<file path="config.mk">
export PLATFORM = sky130hd
export DESIGN_NAME = operand_fetch
export DESIGN_NICKNAME = d
export VERILOG_FILES = /design/src/rtl/operand_fetch_pkg.sv /design/src/rtl/operand_fetch_regfile_sb.sv /design/src/rtl/operand_fetch.sv
export SDC_FILE = /design/constraint.sdc
export NUM_CORES = 1
export LEC_CHECK = 0
export ABC_CLOCK_PERIOD_IN_PS = 3400
export BUFFER_PORTS_ARGS = -buffer_cell sky130_fd_sc_hd__buf_2
export CORE_MARGIN = 3
export CORE_UTILIZATION = 60
export CTS_CLUSTER_SIZE = 25
export DETAILED_ROUTE_END_ITERATION = 8
export PLACE_DENSITY = 0.85
export SLEW_MARGIN = 15
export SYNTH_ARGS = -nofsm -noshare
export SYNTH_HDL_FRONTEND = slang
export SYNTH_SLANG_ARGS = --single-unit
</file>
<file path="constraint.sdc">
create_clock -name clk -period 3.4 [get_ports clk]
set_input_delay 0.51 -clock clk [delete_from_list [all_inputs] [get_ports clk]]
set_output_delay 0.51 -clock clk [all_outputs]
set_load 0.01 [all_outputs]
</file>
<file path="src/rtl/operand_fetch_pkg.sv">
// Shared definitions for the operand-fetch slice: ALU opcode encoding,
// default geometry and the handshake FSM state type.
package operand_fetch_pkg;

  localparam int DATA_W_DEF = 8;
  localparam int NREGS_DEF  = 4;

  localparam logic [2:0] OP_AND = 3'b000;
  localparam logic [2:0] OP_OR  = 3'b001;
  localparam logic [2:0] OP_ADD = 3'b010;
  localparam logic [2:0] OP_SUB = 3'b011;
  localparam logic [2:0] OP_XOR = 3'b100;
  localparam logic [2:0] OP_NOT = 3'b101;
  localparam logic [2:0] OP_LI  = 3'b111;

  typedef enum logic {
    ST_EMPTY = 1'b0,
    ST_FULL  = 1'b1
  } state_e;

endpackage

</file>
<file path="src/rtl/operand_fetch_regfile_sb.sv">
// Register file with per-register busy scoreboard and writeback forwarding
// onto both read ports; reports whether the offered instruction is hazarded.
module regfile_sb
  import operand_fetch_pkg::*;
#(
  parameter int DATA_W = DATA_W_DEF,
  parameter int NREGS  = NREGS_DEF,
  parameter int RW     = $clog2(NREGS)
) (
  input  logic              clk,
  input  logic              reset,
  input  logic              wb_valid,
  input  logic [RW-1:0]     wb_rd,
  input  logic [DATA_W-1:0] wb_data,
  input  logic [RW-1:0]     rs1,
  input  logic [RW-1:0]     rs2,
  input  logic [RW-1:0]     rd,
  input  logic              use_rs,
  input  logic              set_busy,
  output logic [DATA_W-1:0] rs1_data,
  output logic [DATA_W-1:0] rs2_data,
  output logic              hazard
);

  logic [DATA_W-1:0] regs_p1 [NREGS];
  logic [NREGS-1:0]  busy_p1;
  logic [NREGS-1:0]  busy_nxt;
  logic              rs1_hit, rs2_hit, rd_hit;
  logic              rs1_blk, rs2_blk, rd_blk;

  // A writeback landing this cycle both forwards its data and lifts the hazard
  assign rs1_hit = wb_valid && (wb_rd == rs1);
  assign rs2_hit = wb_valid && (wb_rd == rs2);
  assign rd_hit  = wb_valid && (wb_rd == rd);

  assign rs1_blk = busy_p1[rs1] && !rs1_hit;
  assign rs2_blk = busy_p1[rs2] && !rs2_hit;
  assign rd_blk  = busy_p1[rd]  && !rd_hit;

  assign hazard   = rd_blk || (use_rs && (rs1_blk || rs2_blk));
  assign rs1_data = rs1_hit ? wb_data : regs_p1[rs1];
  assign rs2_data = rs2_hit ? wb_data : regs_p1[rs2];

  always_comb begin
    busy_nxt = busy_p1;
    if (wb_valid) busy_nxt[wb_rd] = 1'b0;
    if (set_busy) busy_nxt[rd]    = 1'b1;
  end

  // ---- p1: architectural state ----
  always_ff @(posedge clk) begin
    if (reset) begin
      busy_p1 <= '0;
      for (int i = 0; i < NREGS; i++) regs_p1[i] <= '0;
    end else begin
      busy_p1 <= busy_nxt;
      if (wb_valid) regs_p1[wb_rd] <= wb_data;
    end
  end

endmodule

</file>
<file path="src/rtl/operand_fetch.sv">
// Operand fetch stage: accepts an instruction when no scoreboard hazard exists,
// reads/forwards its sources and holds them for the ALU under valid/ready.
module operand_fetch
  import operand_fetch_pkg::*;
#(
  parameter int DATA_W = DATA_W_DEF,
  parameter int NREGS  = NREGS_DEF,
  parameter int RW     = $clog2(NREGS)
) (
  input  logic              clk,
  input  logic              reset,
  input  logic              instr_valid,
  output logic              instr_ready,
  input  logic [2:0]        instr_op,
  input  logic [RW-1:0]     instr_rd,
  input  logic [RW-1:0]     instr_rs1,
  input  logic [RW-1:0]     instr_rs2,
  input  logic [DATA_W-1:0] instr_imm,
  output logic              op_valid,
  input  logic              op_ready,
  output logic [DATA_W-1:0] a,
  output logic [DATA_W-1:0] b,
  output logic [2:0]        alu_op,
  output logic [RW-1:0]     rd,
  input  logic              wb_valid,
  input  logic [RW-1:0]     wb_rd,
  input  logic [DATA_W-1:0] wb_data
);

  state_e            state_p1;
  logic [DATA_W-1:0] a_p1, b_p1;
  logic [2:0]        alu_op_p1;
  logic [RW-1:0]     rd_p1;
  logic [DATA_W-1:0] rs1_data, rs2_data;
  logic              hazard, is_li, accept;

  assign is_li       = (instr_op == OP_LI);
  assign instr_ready = ((state_p1 == ST_EMPTY) || op_ready) && !hazard;
  assign accept      = instr_valid && instr_ready;

  regfile_sb #(
    .DATA_W (DATA_W),
    .NREGS  (NREGS),
    .RW     (RW)
  ) u_regfile_sb (
    .clk      (clk),
    .reset    (reset),
    .wb_valid (wb_valid),
    .wb_rd    (wb_rd),
    .wb_data  (wb_data),
    .rs1      (instr_rs1),
    .rs2      (instr_rs2),
    .rd       (instr_rd),
    .use_rs   (!is_li),
    .set_busy (accept),
    .rs1_data (rs1_data),
    .rs2_data (rs2_data),
    .hazard   (hazard)
  );

  // ---- p1: operand holding register toward the ALU ----
  always_ff @(posedge clk) begin
    if (reset) begin
      state_p1  <= ST_EMPTY;
      a_p1      <= '0;
      b_p1      <= '0;
      alu_op_p1 <= '0;
      rd_p1     <= '0;
    end else if (accept) begin
      state_p1  <= ST_FULL;
      a_p1      <= is_li ? '0 : rs1_data;
      b_p1      <= is_li ? instr_imm : rs2_data;
      alu_op_p1 <= instr_op;
      rd_p1     <= instr_rd;
    end else if (op_ready) begin
      state_p1  <= ST_EMPTY;
    end
  end

  assign op_valid = (state_p1 == ST_FULL);
  assign a        = a_p1;
  assign b        = b_p1;
  assign alu_op   = alu_op_p1;
  assign rd       = rd_p1;

endmodule

</file>
== Word-level counts from Yosys, hierarchy flattened ==
Memories as Yosys holds them, arrays and structs flattened.
Cells that the tools add are included.
Widths: inputs -> output; s select.

* Register bits: 26
* Bits in latches: 0
* RAM bits: 32
* Memory bits (read-only): 0
* Input bits: 32
* Output and inout port bits: 23
* Logic and storage cells: 68
* Memories kept: 1

* Add/sub/neg operators: 0
* Multiply operators: 0
* Divide/modulo/power cells: 0
* Order comparisons: 6
* Equality and inequality tests: 4
* Shifts and indexed selects: 0
* Muxes and demuxes: 26
* Bitwise gates (word level): 4
* Reductions and logical operators: 21

{| class="wikitable"
|+ Memory list
! name !! depth !! width !! rd ports !! clocked after memory_dff !! write ports !! line !! RTL
|-
| u_regfile_sb.regs_p1 || 4 || 8 || 2 || 0 || 4 || operand_fetch_regfile_sb.sv:25 || <nowiki>logic [DATA_W-1:0] regs_p1 [NREGS];</nowiki>
|}

{| class="wikitable"
|+ Operators with widths
! cell !! count
|-
| $mux 8 || 5
|-
| $mux 1 || 13
|-
| $lt 2x3->1 const B || 4
|-
| $logic_and 1x1->1 || 11
|-
| $mux 4 || 2
|-
| $reduce_or 8->1 || 1
|-
| $bmux 1 s2 || 3
|-
| $eq 2x2->1 || 3
|-
| $logic_not 1->1 || 5
|-
| $and 4x4->4 || 1
|-
| $demux 1 s2 || 2
|-
| $ge 2x1->1 const B || 2
|-
| $not 4->4 || 1
|-
| $or 4x4->4 || 1
|-
| $eq 3x3->1 const B || 1
|-
| $logic_or 1x1->1 || 3
|-
| $mux 2 || 1
|-
| $reduce_bool 2->1 || 1
|-
| $not 1->1 || 1
|}

== Depth between registers and ports, before layout ==
Gate-level depths: netlist of run 1.

* Depth after elaboration: 11
* Gate-level depth with buffers: 8
* Mapped depth without buffers: 5

== Hierarchy ==
Synthesis of run 1 repeated with hierarchy kept, for this count alone.

* Cell total of the unflattened synthesis: 263
* Area, all modules: 3098.0 um^2

{| class="wikitable"
|+ By module, submodules not included
! module !! times used !! cells an instance !! area an instance (um^2) !! sequential area each (um^2)
|-
| regfile_sb || 1 || 151 || 2133.3 || 1041.0
|-
| operand_fetch || 1 || 112 || 964.7 || 440.4
|}

== Worst setup path after synthesis of run 1 ==
OpenSTA, ideal clock, no wires.

* Kind: input-to-output
* From: input instr_rs2[0]
* To: output instr_ready
* Arrival: 1.866 ns
* Data required time: 2.890 ns
* Path slack: 1.024 ns
* Cell stages on the path: 5
* Path buffers: 1
* Path through: buf_6 > mux4_2 > o31a_1 > o21ai_1 > and3_1

* Cells in the longest elaborated chain, start to end: 9

{| class="wikitable"
|+ RTL lines
! item !! line !! RTL
|-
| start: declaration || operand_fetch.sv:17 || <nowiki>input logic [RW-1:0] instr_rs2,</nowiki>
|-
| $eq 2x2->1 || operand_fetch_regfile_sb.sv:33 || <nowiki>assign rs2_hit = wb_valid && (wb_rd == rs2);</nowiki>
|-
| $logic_and 1x1->1 || operand_fetch_regfile_sb.sv:33 ||
|-
| $logic_not 1->1 || operand_fetch_regfile_sb.sv:37 || <nowiki>assign rs2_blk = busy_p1[rs2] && !rs2_hit;</nowiki>
|-
| $logic_and 1x1->1 * || operand_fetch_regfile_sb.sv:37 ||
|-
| $logic_or 1x1->1 * || operand_fetch_regfile_sb.sv:40 || <nowiki>assign hazard = rd_blk || (use_rs && (rs1_blk || rs2_blk));</nowiki>
|-
| $logic_and 1x1->1 * || operand_fetch_regfile_sb.sv:40 ||
|-
| $logic_or 1x1->1 * || operand_fetch_regfile_sb.sv:40 ||
|-
| $logic_not 1->1 * || operand_fetch.sv:38 || <nowiki>assign instr_ready = ((state_p1 == ST_EMPTY) || op_ready) && !hazard;</nowiki>
|-
| $logic_and 1x1->1 * || operand_fetch.sv:38 ||
|-
| end: declaration || operand_fetch.sv:13 || <nowiki>output logic instr_ready,</nowiki>
|}

Every way passes the cells marked *; elsewhere a longest branch is shown, timed or not. The select of a mux whose other input is x is not followed.

== Worst setup path in the final report of run 1 ==
* From: register u_regfile_sb.busy_p1[2]
* To: output instr_ready

* Cells in the longest elaborated chain, start to end: 8

{| class="wikitable"
|+ RTL lines
! item !! line !! RTL
|-
| start: declaration || operand_fetch_regfile_sb.sv:26 || <nowiki>logic [NREGS-1:0] busy_p1;</nowiki>
|-
| start signal: assignment || operand_fetch_regfile_sb.sv:56 || <nowiki>busy_p1 <= busy_nxt;</nowiki>
|-
| $bmux 1 s2 (on tied branches) || operand_fetch_regfile_sb.sv:36, operand_fetch_regfile_sb.sv:37 ||
|-
| $mux 1 (on tied branches) || operand_fetch_regfile_sb.sv:36, operand_fetch_regfile_sb.sv:37 ||
|-
| $logic_and 1x1->1 (on tied branches) || operand_fetch_regfile_sb.sv:36, operand_fetch_regfile_sb.sv:37 ||
|-
| $logic_or 1x1->1 || operand_fetch_regfile_sb.sv:40 ||
|-
| $logic_and 1x1->1 || operand_fetch_regfile_sb.sv:40 ||
|-
| $logic_or 1x1->1 * || operand_fetch_regfile_sb.sv:40 ||
|-
| $logic_not 1->1 * || operand_fetch.sv:38 ||
|-
| $logic_and 1x1->1 * || operand_fetch.sv:38 ||
|}

Marks and branches as above.

==> results.md, run 1 <==
| Result | This run |
|:---|:---|
| Hold Worst Slack | 0.4481 ns |
| # fillers | 354 |
| Worst Tran Pin Value | 0.8577 ns |
| Category of the most critical setup path | reg2out |
| Fin crit period | 2.651 ns |
| Slew headroom | 0.4270 |
| Routability Congestion | 0.8641 |
| DRT Pass-1 Iters | 4 |
| Clk Tree Root Cell | sky130_fd_sc_hd__clkbuf_8 |
| Max H-tree Level | 3 |
| Post-Synthesis Cell Area | 3063 µm² |
| Proportion of total power due to net switching | 0.2654 |
| Flip-flop and latch count after synthesis | 58 |
| Inserted Diodes | 0 |
| Setup repair after global routing missed its margin | no |
| Setup skew after layout | 0.01031 ns |
| Grt ovf | 0 |
| Largest net degree at the start of global routing | 40 |
| Internal power | 1.356 mW |
| Leakage dissipation | 1.523 nW |
| Port buffer count | 54 |
| Async set-or-reset flop fraction in the synthesized netlist | 0 |
| Most common cell after layout, fill and taps aside | sky130_fd_sc_hd__buf_2 |
| Worst Setup Start Kind | register |
| Clock power share | 0.385 |
| Storage element area | 1481 µm² |
| Worst setup EP type | output pin |
| Highest achievable clock rate | 377.3 MHz |
| Average via count per standard cell | 5.843 |
| Commonest cells after routing, fill and taps aside | 54 x sky130_fd_sc_hd__buf_2, 34 x sky130_fd_sc_hd__nor2_1, 32 x sky130_fd_sc_hd__edfxtp_1, 26 x sky130_fd_sc_hd__dfxtp_1, 21 x sky130_fd_sc_hd__o21ai_1 |
| Power density normalized to cell area | 517.9 nW/µm² |
| Highest cell delay on the worst timing path | 0.47 ns |
| Number of design-rule violations left by the first detailed-router iteration | 151 |
| Status | finished clean |
| Worst-path maximum fanout | 7 |
| Post-synth top flop | sky130_fd_sc_hd__edfxtp_1 |
| Gate Count Post-Synth | 277 |
| Switching power | 0.4899 mW |
| First-pass GRT wire length | 11030 µm |
| Placed wire-length estimate after detailed placement | 5237 µm |
| CTS tree | built |
| Final Cycle Share | 0.7796 |
| Final routed wire length divided by cell count | 17.62 µm |
| Total routing resource utilization after global routing | 0.2396 |
| Number of resized instances in the post-cts repair step | 0 |
| Final TNS setup | 0 ns |
| Req. time, crit path | 2.89 ns |
| Fraction of the yosys area taken by sequential cells | 0.4837 |
| Layout cell share with drive strength beyond 1 | 0.2888 |
| Total wirelength of the detailed-routed design | 6976 µm |
| Series of cell instances along the critical path | mux4_2 > o31a_1 > o21ai_1 > and3_1 > buf_2 |
| Vias after detailed routing | 2314 |
| Footprint of the multi-input gates | 1428 µm² |
| Antenna violations before repair | 0 |
| Effective utilization at floorplan | 0.6358 |
| Max Transition Viols Final | 0 |
| Reported max-cap violation count | 0 |
| Row count | 25 |
| Height of the chip | 77.45 µm |
| Synthesized area per cell | 11.06 µm² |
| Combinational power share | 0.162 |
| Final Net Count | 356 |
| Worst min-delay path category | in2reg |
| Number of enable-type register cells in the synthesized netlist | 32 |
| Clk pin slew, worst setup/hold paths | 0.07 ns |
| Clock latency at the later pin of the worst-skew pair | 0.34 ns |
| Warning count from the yosys run | 0 |
| Maximum clock path buffer count | 2 |
| Number of endpoints with negative hold slack in the final report | 0 |
| Vias in the first global route | 2210 |
| Drt drc | 0 |
| Number of I/O pins | 55 |
| Fraction of power consumed by sequential logic | 0.453 |
| Count of buffers added by post-CTS timing repair for setup | 0 |
| Number of clock buffers inserted by TritonCTS | 9 |
| Crit path arrival time | 2.14 ns |
| Die area | 5999 µm² |
| Horizontal die dimension | 77.45 µm |
| Number of distinct library cells after synthesis | 32 |
| Sink count of the clock tree | 58 |
| Post-CTS Hold Fix Bufs | 0 |
| Cell with the largest stage delay on the worst path | sky130_fd_sc_hd__mux4_2 |
| Area growth from synthesis to final layout | 16.38% |
| Antenna-violating nets left | 0 |
| Core area | 4817 µm² |
| Total of endpoints with negative setup slack in the final report | 0 |
| Worst supply voltage drop on vdd | 407.5 µV |
| Net count of the mapped netlist | 309 |
## state kept, by name, summed over array words and instances, names as in the netlist
signal and flops:
b 8, alu_op 3, u_regfile_sb.regs_p1 32, op_valid 1
rd 2, a 8, u_regfile_sb.busy_p1 4
## final timing paths
path / start / to / slack, ns / depth (start not counted)
hold / removal: instr_op[0] / alu_op[0] / 0.45 / 3
setup reg to reg: u_regfile_sb.busy_p1[2] / a[3] / 1.11 / 5
setup / recovery: u_regfile_sb.busy_p1[2] / instr_ready / 0.75 / 5
hold reg to reg: a[6] / a[6] / 0.46 / 2
## kinds of logic (layout without fill, tap and decap cells)
| family | Yosys count | after routing | share of synthesized area |
|---|---|---|---|
| simple gates | 88 | 88 | 0.1479 |
| buf+inv | 35 | 87 | 0.05025 |
| compound gates | 55 | 55 | 0.1091 |
| mux | 35 | 35 | 0.1920 |
| xor+xnor | 6 | 6 | 0.01716 |
| flops | 58 | 58 | 0.4837 |
## final cells by class
class | count | share of cell area
clock buffer | 9 | 0.03475
timing repair buffer | 57 | 0.08213
sequential | 58 | 0.4156
tap | 67 | 0.02352
multi-input combinational | 184 | 0.4005
clock inverter | 7 | 0.02878
inverter | 14 | 0.01474
## worst max-delay path: cells and delay by family, from the launching register on
kind            cells  cell delay (ns)
mux                 1             0.47
simple gates        1             0.30
flops               1             0.35
compound gates      2             0.53
buf+inv             1             0.15
## cell usage after synthesis, types with 6 or more instances
cell                        n  area, µm²
sky130_fd_sc_hd__edfxtp_1  32      960.9
sky130_fd_sc_hd__nand3_1    6      30.03
sky130_fd_sc_hd__nand2b_1  13      81.33
sky130_fd_sc_hd__clkbuf_1  13      48.80
sky130_fd_sc_hd__nor2b_1    9      56.30
sky130_fd_sc_hd__inv_1     14      52.55
sky130_fd_sc_hd__o21ai_0    9      45.04
sky130_fd_sc_hd__dfxtp_1   26      520.5
sky130_fd_sc_hd__mux4_2    19      427.9
sky130_fd_sc_hd__o21ai_1   21      105.1
sky130_fd_sc_hd__nand2_1    9      33.78
sky130_fd_sc_hd__a211o_1    8      70.07
sky130_fd_sc_hd__xor2_1     6      52.55
sky130_fd_sc_hd__nor2_1    34      127.6
sky130_fd_sc_hd__buf_2      6      30.03
sky130_fd_sc_hd__a21oi_1    7      35.03
sky130_fd_sc_hd__mux2i_1   16      160.2
sky130_fd_sc_hd__or4_1      8      60.06
## layer usage
metal / global-route usage / vias up / wire (µm)
met1: 0.3273 / 1113 / 3089
met5: 0 / - / 0
met3: 0.04640 / 12 / 369
met4: 0.08007 / 0 / 100
met2: 0.3869 / 78 / 3417
li1: - / 1111 / -
## stage by stage
stage | power (mW) | instances | area, µm² | setup WS (ns) | utilization
after CTS | 1.847 | 396 | 3565 | 0.7893 | 0.7400
final | 1.846 | 396 | 3565 | 0.7493 | 0.7400
after floorplan | 1.049 | 277 | 3063 | 1.024 | -
after global routing | 1.917 | 396 | 3565 | 0.6576 | 0.7400
after detailed placement | 1.147 | 380 | 3338 | 0.7961 | 0.6930
after global placement | 1.134 | 380 | 3338 | 0.8059 | 0.6930
## power by group through the flow
stage	sequential (mW)	combinational (mW)	clock [mW]
finish	0.837	0.299	0.710
global route	0.842	0.326	0.749
CTS	0.835	0.299	0.713
detailed placement	0.850	0.297	0
global placement	0.844	0.291	0
floorplan	0.852	0.197	0
(Power assumes the default switching activity.)
==> inputs of run 2 (changes only) <==
- ABC_AREA: not set -> 1
- ABC_CLOCK_PERIOD_IN_PS: 3400 -> 2500
- CORE_UTILIZATION: 60 -> 56
- PLACE_DENSITY: 0.85 -> 0.79
- clock period: 3.4 -> 2.5 ns (I/O delays scaled with it)
==> run 2 against run 1 <==
  * Worst hold slack worse by 0.21 ns
  * Synthesized area is 8.4% higher
  * Flip-flop and latch count stayed put
  * Final cell count is 55% higher
  * Total power is 40% higher
  * Count of clock-buffer cells in the layout is 1 higher
  * Largest cell class is now multi-input gates
==> results.md, run 2 <==
| Result | This run |
|:---|:---|
| Status | finished clean |
| Hold path cells | 2 |
| Count of buffers added by post-CTS timing repair for setup | 0 |
| Port buffer count | 54 |
| Final TNS setup | 0 ns |
| Switching power | 0.7475 mW |
| Row count | 27 |
| Setup repair after global routing missed its margin | no |
| Most instantiated library cell after synthesis | sky130_fd_sc_hd__nand2_1 |
| Die area | 6890 µm² |
| Antenna-violating nets left | 0 |
| Capture point of the worst reg-to-reg path | alu_op[0] |
| DRT Pass-1 Iters | 5 |
| Total of endpoints with negative setup slack in the final report | 0 |
| Capture point of the worst path | instr_ready |
| Final Cycle Share | 0.8145 |
| Commonest cells after routing, fill and taps aside | 130 x sky130_fd_sc_hd__nand2_1, 93 x sky130_fd_sc_hd__nor2_1, 56 x sky130_fd_sc_hd__inv_1, 54 x sky130_fd_sc_hd__buf_2, 52 x sky130_fd_sc_hd__nand3_1 |
| Most area-hungry cell type in the Yosys netlist | sky130_fd_sc_hd__edfxtp_1 |
| Storage element area | 1481 µm² |
| Setup skew after layout | 0.007247 ns |
| Setup slack on the worst flop-to-flop path | 0.81 ns |
| Fraction of post-synthesis cell area in the top cell type by area | 0.2894 |
| Internal power | 1.830 mW |
| Clock latency at the later pin of the worst-skew pair | 0.33 ns |
| Largest net degree at the start of global routing | 43 |
| Max Transition Viols Final | 0 |
| Reported max-cap violation count | 0 |
| Maximum clock path buffer count | 2 |
| Area growth from synthesis to final layout | 16.20% |
| Net count of the mapped netlist | 514 |
| Async set-or-reset flop fraction in the synthesized netlist | 0 |
| Clk pin slew, worst setup/hold paths | 0.06 ns |
| Worst min-delay path category | in2reg |
| Leakage dissipation | 1.916 nW |
| Fin crit period | 2.036 ns |
| Vias in the first global route | 3159 |
| Worst Setup Start Kind | input pin |
| Average via count per standard cell | 5.428 |
| Number of distinct library cells after synthesis | 27 |
| CTS tree | built |
| Warning count from the yosys run | 0 |
| Final routed wire length divided by cell count | 14.07 µm |
| Sink count of the clock tree | 58 |
| Footprint of the multi-input gates | 1496 µm² |
| Core area | 5608 µm² |
| Highest achievable clock rate | 491.1 MHz |
| Max H-tree Level | 3 |
| Startpoint of the lowest-slack register-to-register path | u_regfile_sb.busy_p1[2] |
| Slew headroom | 0.7101 |
| # fillers | 527 |
| Routability Congestion | 0.9255 |
| Total routing resource utilization after global routing | 0.2596 |
| Gate Count Post-Synth | 482 |
| Synthesized area per cell | 6.889 µm² |
| Fraction of the yosys area taken by sequential cells | 0.4461 |
| Ranking of synthesized cells by instance count | 130 x sky130_fd_sc_hd__nand2_1, 93 x sky130_fd_sc_hd__nor2_1, 56 x sky130_fd_sc_hd__inv_1, 52 x sky130_fd_sc_hd__nand3_1, 32 x sky130_fd_sc_hd__edfxtp_1 |
| Number of enable-type register cells in the synthesized netlist | 32 |
| Register ranked first by flip-flop count | u_regfile_sb.regs_p1 |
| Crit path launch | instr_rs2[1] |
| Number of resized instances in the post-cts repair step | 0 |
| Drt drc | 0 |
| Number of clock buffers inserted by TritonCTS | 9 |
| Worst reg-to-reg path cell count | 10 |
| Max reg flops | 32 |
| Antenna violations before repair | 0 |
| Crit path arrival time | 1.66 ns |
| Height of the chip | 83.01 µm |
| Inserted Diodes | 0 |
| Worst-path maximum fanout | 11 |
| Req. time, crit path | 2.12 ns |
| Final Net Count | 569 |
| Layout cell share with drive strength beyond 1 | 0.1753 |
| Number of design-rule violations left by the first detailed-router iteration | 353 |
| Flip-flop and latch count after synthesis | 58 |
| Category of the most critical setup path | in2out |
| Post-synth top flop | sky130_fd_sc_hd__edfxtp_1 |
| Post-CTS Hold Fix Bufs | 0 |
| Power density normalized to cell area | 668.0 nW/µm² |
| Placed wire-length estimate after detailed placement | 6314 µm |
| Clk Tree Root Cell | sky130_fd_sc_hd__clkbuf_8 |
| Utilization after layout | 0.6881 |
| First-pass GRT wire length | 14410 µm |
| Most common cell after layout, fill and taps aside | sky130_fd_sc_hd__nand2_1 |
| Total wirelength of the detailed-routed design | 8637 µm |
| Fraction of power consumed by sequential logic | 0.442 |
| Number of I/O pins | 55 |
| Combinational power share | 0.199 |
| Horizontal die dimension | 83.01 µm |
| Setup WS pre-CTS | 0.3593 ns |
| Effective utilization at floorplan | 0.5921 |
| Worst Tran Pin Value | 0.4348 ns |
| Biggest area contributors in the synthesized netlist | sky130_fd_sc_hd__edfxtp_1 29%, sky130_fd_sc_hd__dfxtp_1 16%, sky130_fd_sc_hd__nand2_1 15% |
| Worst setup EP type | output pin |
| Worst supply voltage drop on vdd | 465.5 µV |
| Post-Synthesis Cell Area | 3321 µm² |
| Clock power share | 0.359 |
| Number of endpoints with negative hold slack in the final report | 0 |
| Grt ovf | 0 |
| Vias after detailed routing | 3333 |
| Proportion of total power due to net switching | 0.2900 |
| Least setup slack across all paths after layout | 0.4638 ns |
-- run 2: cell count changes after synthesis, sizes merged, moves of 16 or more --
cell / previous run / this run
inv: 14 / 64
mux2i: 16 / 0
mux4: 19 / 0
nand2: 9 / 133
nand3: 6 / 54
nor2: 35 / 93
-- run 2: final cells by class --
cell class	instances	share of cell area
repair buffers	63	0.08755
flip-flops and latches	58	0.3839
multi-input cells	340	0.3878
clock inverters	6	0.02108
well taps	72	0.02335
inverters	65	0.06323
clock buffers	10	0.03307
-- run 2: worst min path at each step --
stage / start / slack [ns] / to
floorplan: reset / 0.44 / op_valid
global placement: b[0] / 0.50 / b[0]
detailed placement: rd[0] / 0.50 / rd[0]
CTS: reset / 0.23 / op_valid
global route: reset / 0.25 / op_valid
finish: reset / 0.24 / op_valid
-- run 2: kinds of logic (layout without fill, tap and decap cells) --
kind of cell,after synthesis,in the layout,synth area share
AND/OR/NAND/NOR,292,292,0.3685
flip-flops,58,58,0.4461
buffers and inverters,84,144,0.1032
AO/OA/AOI/OAI,48,48,0.08214
-- run 2: power groups by stage --
stage	sequential (mW)	clock (mW)	combinational (mW)
6_report	1.14	0.926	0.513
3_5_place_dp	1.16	0	0.508
2_1_floorplan	1.17	0	0.331
3_3_place_gp	1.16	0	0.499
4_1_cts	1.14	0.938	0.512
5_1_grt	1.15	0.991	0.582
-- run 2: critical path: stages --
cell,delay (ns)
sky130_fd_sc_hd__buf_2,0.24
sky130_fd_sc_hd__inv_2,0.17
sky130_fd_sc_hd__nand2_1,0.11
sky130_fd_sc_hd__nand2_2,0.09
sky130_fd_sc_hd__nand3_1,0.12
sky130_fd_sc_hd__nand2_1,0.07
sky130_fd_sc_hd__nand2_1,0.08
sky130_fd_sc_hd__nand2_2,0.11
sky130_fd_sc_hd__and2_1,0.16
sky130_fd_sc_hd__buf_2,0.13
-- run 2: per-layer routing --
metal  track usage  wire length (µm)
met3       0.04563               581
met2        0.4359              4176
met5             0                 0
met4        0.1189               231
met1        0.3253              3648
-- run 2: through the flow --
step                cells  total power [mW]  instance area [µm²]  hold WS, ns
detailed placement    598             1.666                 3650       0.5015
finish                614             2.577                 3859       0.2430
global route          614             2.722                 3859       0.2496
global placement      598             1.655                 3650       0.4964
floorplan             482             1.502                 3321       0.4441
CTS                   614             2.588                 3859       0.2259
==> inputs of run 3 (changes only) <==
- ABC_CLOCK_PERIOD_IN_PS: 2500 -> 1900
- clock period: 2.5 -> 1.9 ns (I/O delays scaled with it)
==> run 3 against run 2 <==
  * Combinational power is 39% higher
  * First-iteration DRC count down 22%
  * Non-clock buffer count increased by 12
  * Count of clock-buffer cells in the layout unchanged
  * Sequential power up 32%
  * Wire length rose by 2.2%
  * Clock power rose by 33%
  * Total power rose by 33%
  * Setup slack worse by 0.34 ns
  * Critical path depth shrank 1
==> results.md, run 3 (synthesis results as in run 2) <==
| Result | This run |
|:---|:---|
| Status | finished clean |
| Final Net Count | 581 |
| Highest cell delay on the worst timing path | 0.34 ns |
| Vias after detailed routing | 3285 |
| CTS tree | built |
| # fillers | 507 |
| Clock power share | 0.357 |
| Max H-tree Level | 3 |
| Port buffer count | 54 |
| Average via count per standard cell | 5.248 |
| Core area | 5608 µm² |
| Antenna violations before repair | 0 |
| Slew headroom | 0.7384 |
| Placed wire-length estimate after detailed placement | 6466 µm |
| Final Cycle Share | 0.9328 |
| Antenna-violating nets left | 0 |
| Most numerous cell on the critical path | sky130_fd_sc_hd__nand2_1 |
| Crit path arrival time | 1.49 ns |
| Post-CTS Hold Fix Bufs | 0 |
| Worst supply voltage drop on vdd | 527.9 µV |
| Clk pin slew, worst setup/hold paths | 0.07 ns |
| Height of the chip | 83.01 µm |
| Number of endpoints with negative hold slack in the final report | 0 |
| Sink count of the clock tree | 58 |
| Largest net degree at the start of global routing | 26 |
| First-pass GRT wire length | 14750 µm |
| Max reg flops | 32 |
| Power density normalized to cell area | 865.8 nW/µm² |
| Least setup slack across all paths after layout | 0.1278 ns |
| Worst setup EP type | output pin |
| Switching power | 1.002 mW |
| Number of I/O pins | 55 |
| Series of cell instances along the critical path | inv_1 > nand2_1 > nand3_1 > nand2_1 > nand2_1 > nand2_2 > nand2_4 > and2_1 > buf_2 |
| Final routed wire length divided by cell count | 14.10 µm |
| Worst Tran Pin Value | 0.3915 ns |
| Fin crit period | 1.772 ns |
| Count of buffers added by post-CTS timing repair for setup | 0 |
| Grt ovf | 0 |
| Internal power | 2.437 mW |
| Reported max-cap violation count | 0 |
| Setup repair after global routing missed its margin | no |
| Met3 wire len | 552 µm |
| Final TNS setup | 0 ns |
| Proportion of total power due to net switching | 0.2913 |
| Buffer and inverter count on the worst path | 2 |
| Cell area after placement | 3752 µm² |
| Highest achievable clock rate | 564.3 MHz |
| Register ranked first by flip-flop count | u_regfile_sb.regs_p1 |
| Clock latency at the later pin of the worst-skew pair | 0.34 ns |
| Drt drc | 0 |
| Category of the most critical setup path | reg2out |
| Cell with the largest stage delay on the worst path | sky130_fd_sc_hd__dfxtp_1 |
| Hold Worst Slack | 0.1242 ns |
| Effective utilization at floorplan | 0.5921 |
| Worst-path maximum fanout | 7 |
| Vias in the first global route | 3190 |
| Setup skew after layout | 0.008224 ns |
| Row count | 27 |
| Fraction of power consumed by sequential logic | 0.435 |
| Layout cell share with drive strength beyond 1 | 0.1986 |
| DRT Pass-1 Iters | 5 |
| Combinational power share | 0.208 |
| Total power | 3.438 mW |
| Setup WS pre-CTS | 0.1369 ns |
| Total routing resource utilization after global routing | 0.2669 |
| Commonest cells after routing, fill and taps aside | 129 x sky130_fd_sc_hd__nand2_1, 93 x sky130_fd_sc_hd__nor2_1, 56 x sky130_fd_sc_hd__inv_1, 54 x sky130_fd_sc_hd__buf_2, 52 x sky130_fd_sc_hd__nand3_1 |
| Maximum clock path buffer count | 2 |
| Horizontal die dimension | 83.01 µm |
| Leakage dissipation | 1.981 nW |
| Clk Tree Root Cell | sky130_fd_sc_hd__clkbuf_8 |
| Max Transition Viols Final | 0 |
| DRT met1 WL | 3690 µm |
| Number of design-rule violations left by the first detailed-router iteration | 274 |
| Number of clock buffers inserted by TritonCTS | 9 |
| Routability Congestion | 0.9697 |
| Die area | 6890 µm² |
| Inserted Diodes | 0 |
| Req. time, crit path | 1.62 ns |
| Routed wl met2 | 4423 µm |
| Total of endpoints with negative setup slack in the final report | 0 |
| Top cell family by delay on the critical path | simple AND/OR/NAND/NOR gates |
| Total wirelength of the detailed-routed design | 8824 µm |
| Worst min-delay path category | in2reg |
| Uppermost signal routing layer after detailed routing | met4 |
| Cell area after layout | 3971 µm² |
| Most common cell after layout, fill and taps aside | sky130_fd_sc_hd__nand2_1 |
| Worst Setup Start Kind | register |
| Area growth from synthesis to final layout | 19.59% |
run 3: cell count changes in the layout (fill, tap and decap cells not counted):
cell                      change
sky130_fd_sc_hd__buf_4       +11
sky130_fd_sc_hd__dfxtp_1      -2
sky130_fd_sc_hd__dfxtp_2      +2
sky130_fd_sc_hd__buf_12       +1
sky130_fd_sc_hd__nand2_1      -1
sky130_fd_sc_hd__nand2_4      +1
run 3: layout make-up:
type	instances	area (µm²)	share of cell area
tap	72	90.09	0.02268
sequential	58	1484	0.3737
timing repair buffer	75	440.4	0.1109
multi-input combinational	340	1504	0.3787
clock inverter	6	81.33	0.02048
clock buffer	10	127.6	0.03214
inverter	65	244.0	0.06144
run 3: path summary, 6_finish.rpt:
kind                                start     endpoint  slack (ns)  cells after the start
hold reg to reg                      b[6]         b[6]        0.51                      4
setup reg to reg  u_regfile_sb.busy_p1[3]        rd[1]        0.45                     12
setup / recovery  u_regfile_sb.busy_p1[3]  instr_ready        0.13                      9
hold / removal                      reset     op_valid        0.12                      2
run 3: what timing repair did:
| action | 4_1_cts | 5_1_grt |
|---|---|---|
| endpoints found under the hold margin | 0 | 0 |
| setup endpoints to repair | 0 | 1 |
| gates resized for setup | 0 | 4 |
run 3: through the flow:
stage            util  cells
2_1_floorplan       -    482
4_1_cts        0.7064    626
3_3_place_gp   0.6691    610
5_1_grt        0.7082    626
6_report       0.7082    626
3_5_place_dp   0.6691    610
run 3: metal layers:
metal | up-vias | track usage
met5 | - | 0
met4 | 0 | 0.1159
met3 | 12 | 0.04563
met2 | 109 | 0.4446
met1 | 1501 | 0.3412
li1 | 1663 | -
run 3: power groups by stage:
stage / clock (mW) / sequential (mW) / combinational (mW)
global placement: 0 / 1.52 / 0.692
detailed placement: 0 / 1.52 / 0.706
floorplan: 0 / 1.54 / 0.435
CTS: 1.24 / 1.50 / 0.711
finish: 1.23 / 1.50 / 0.714
global route: 1.30 / 1.51 / 0.807
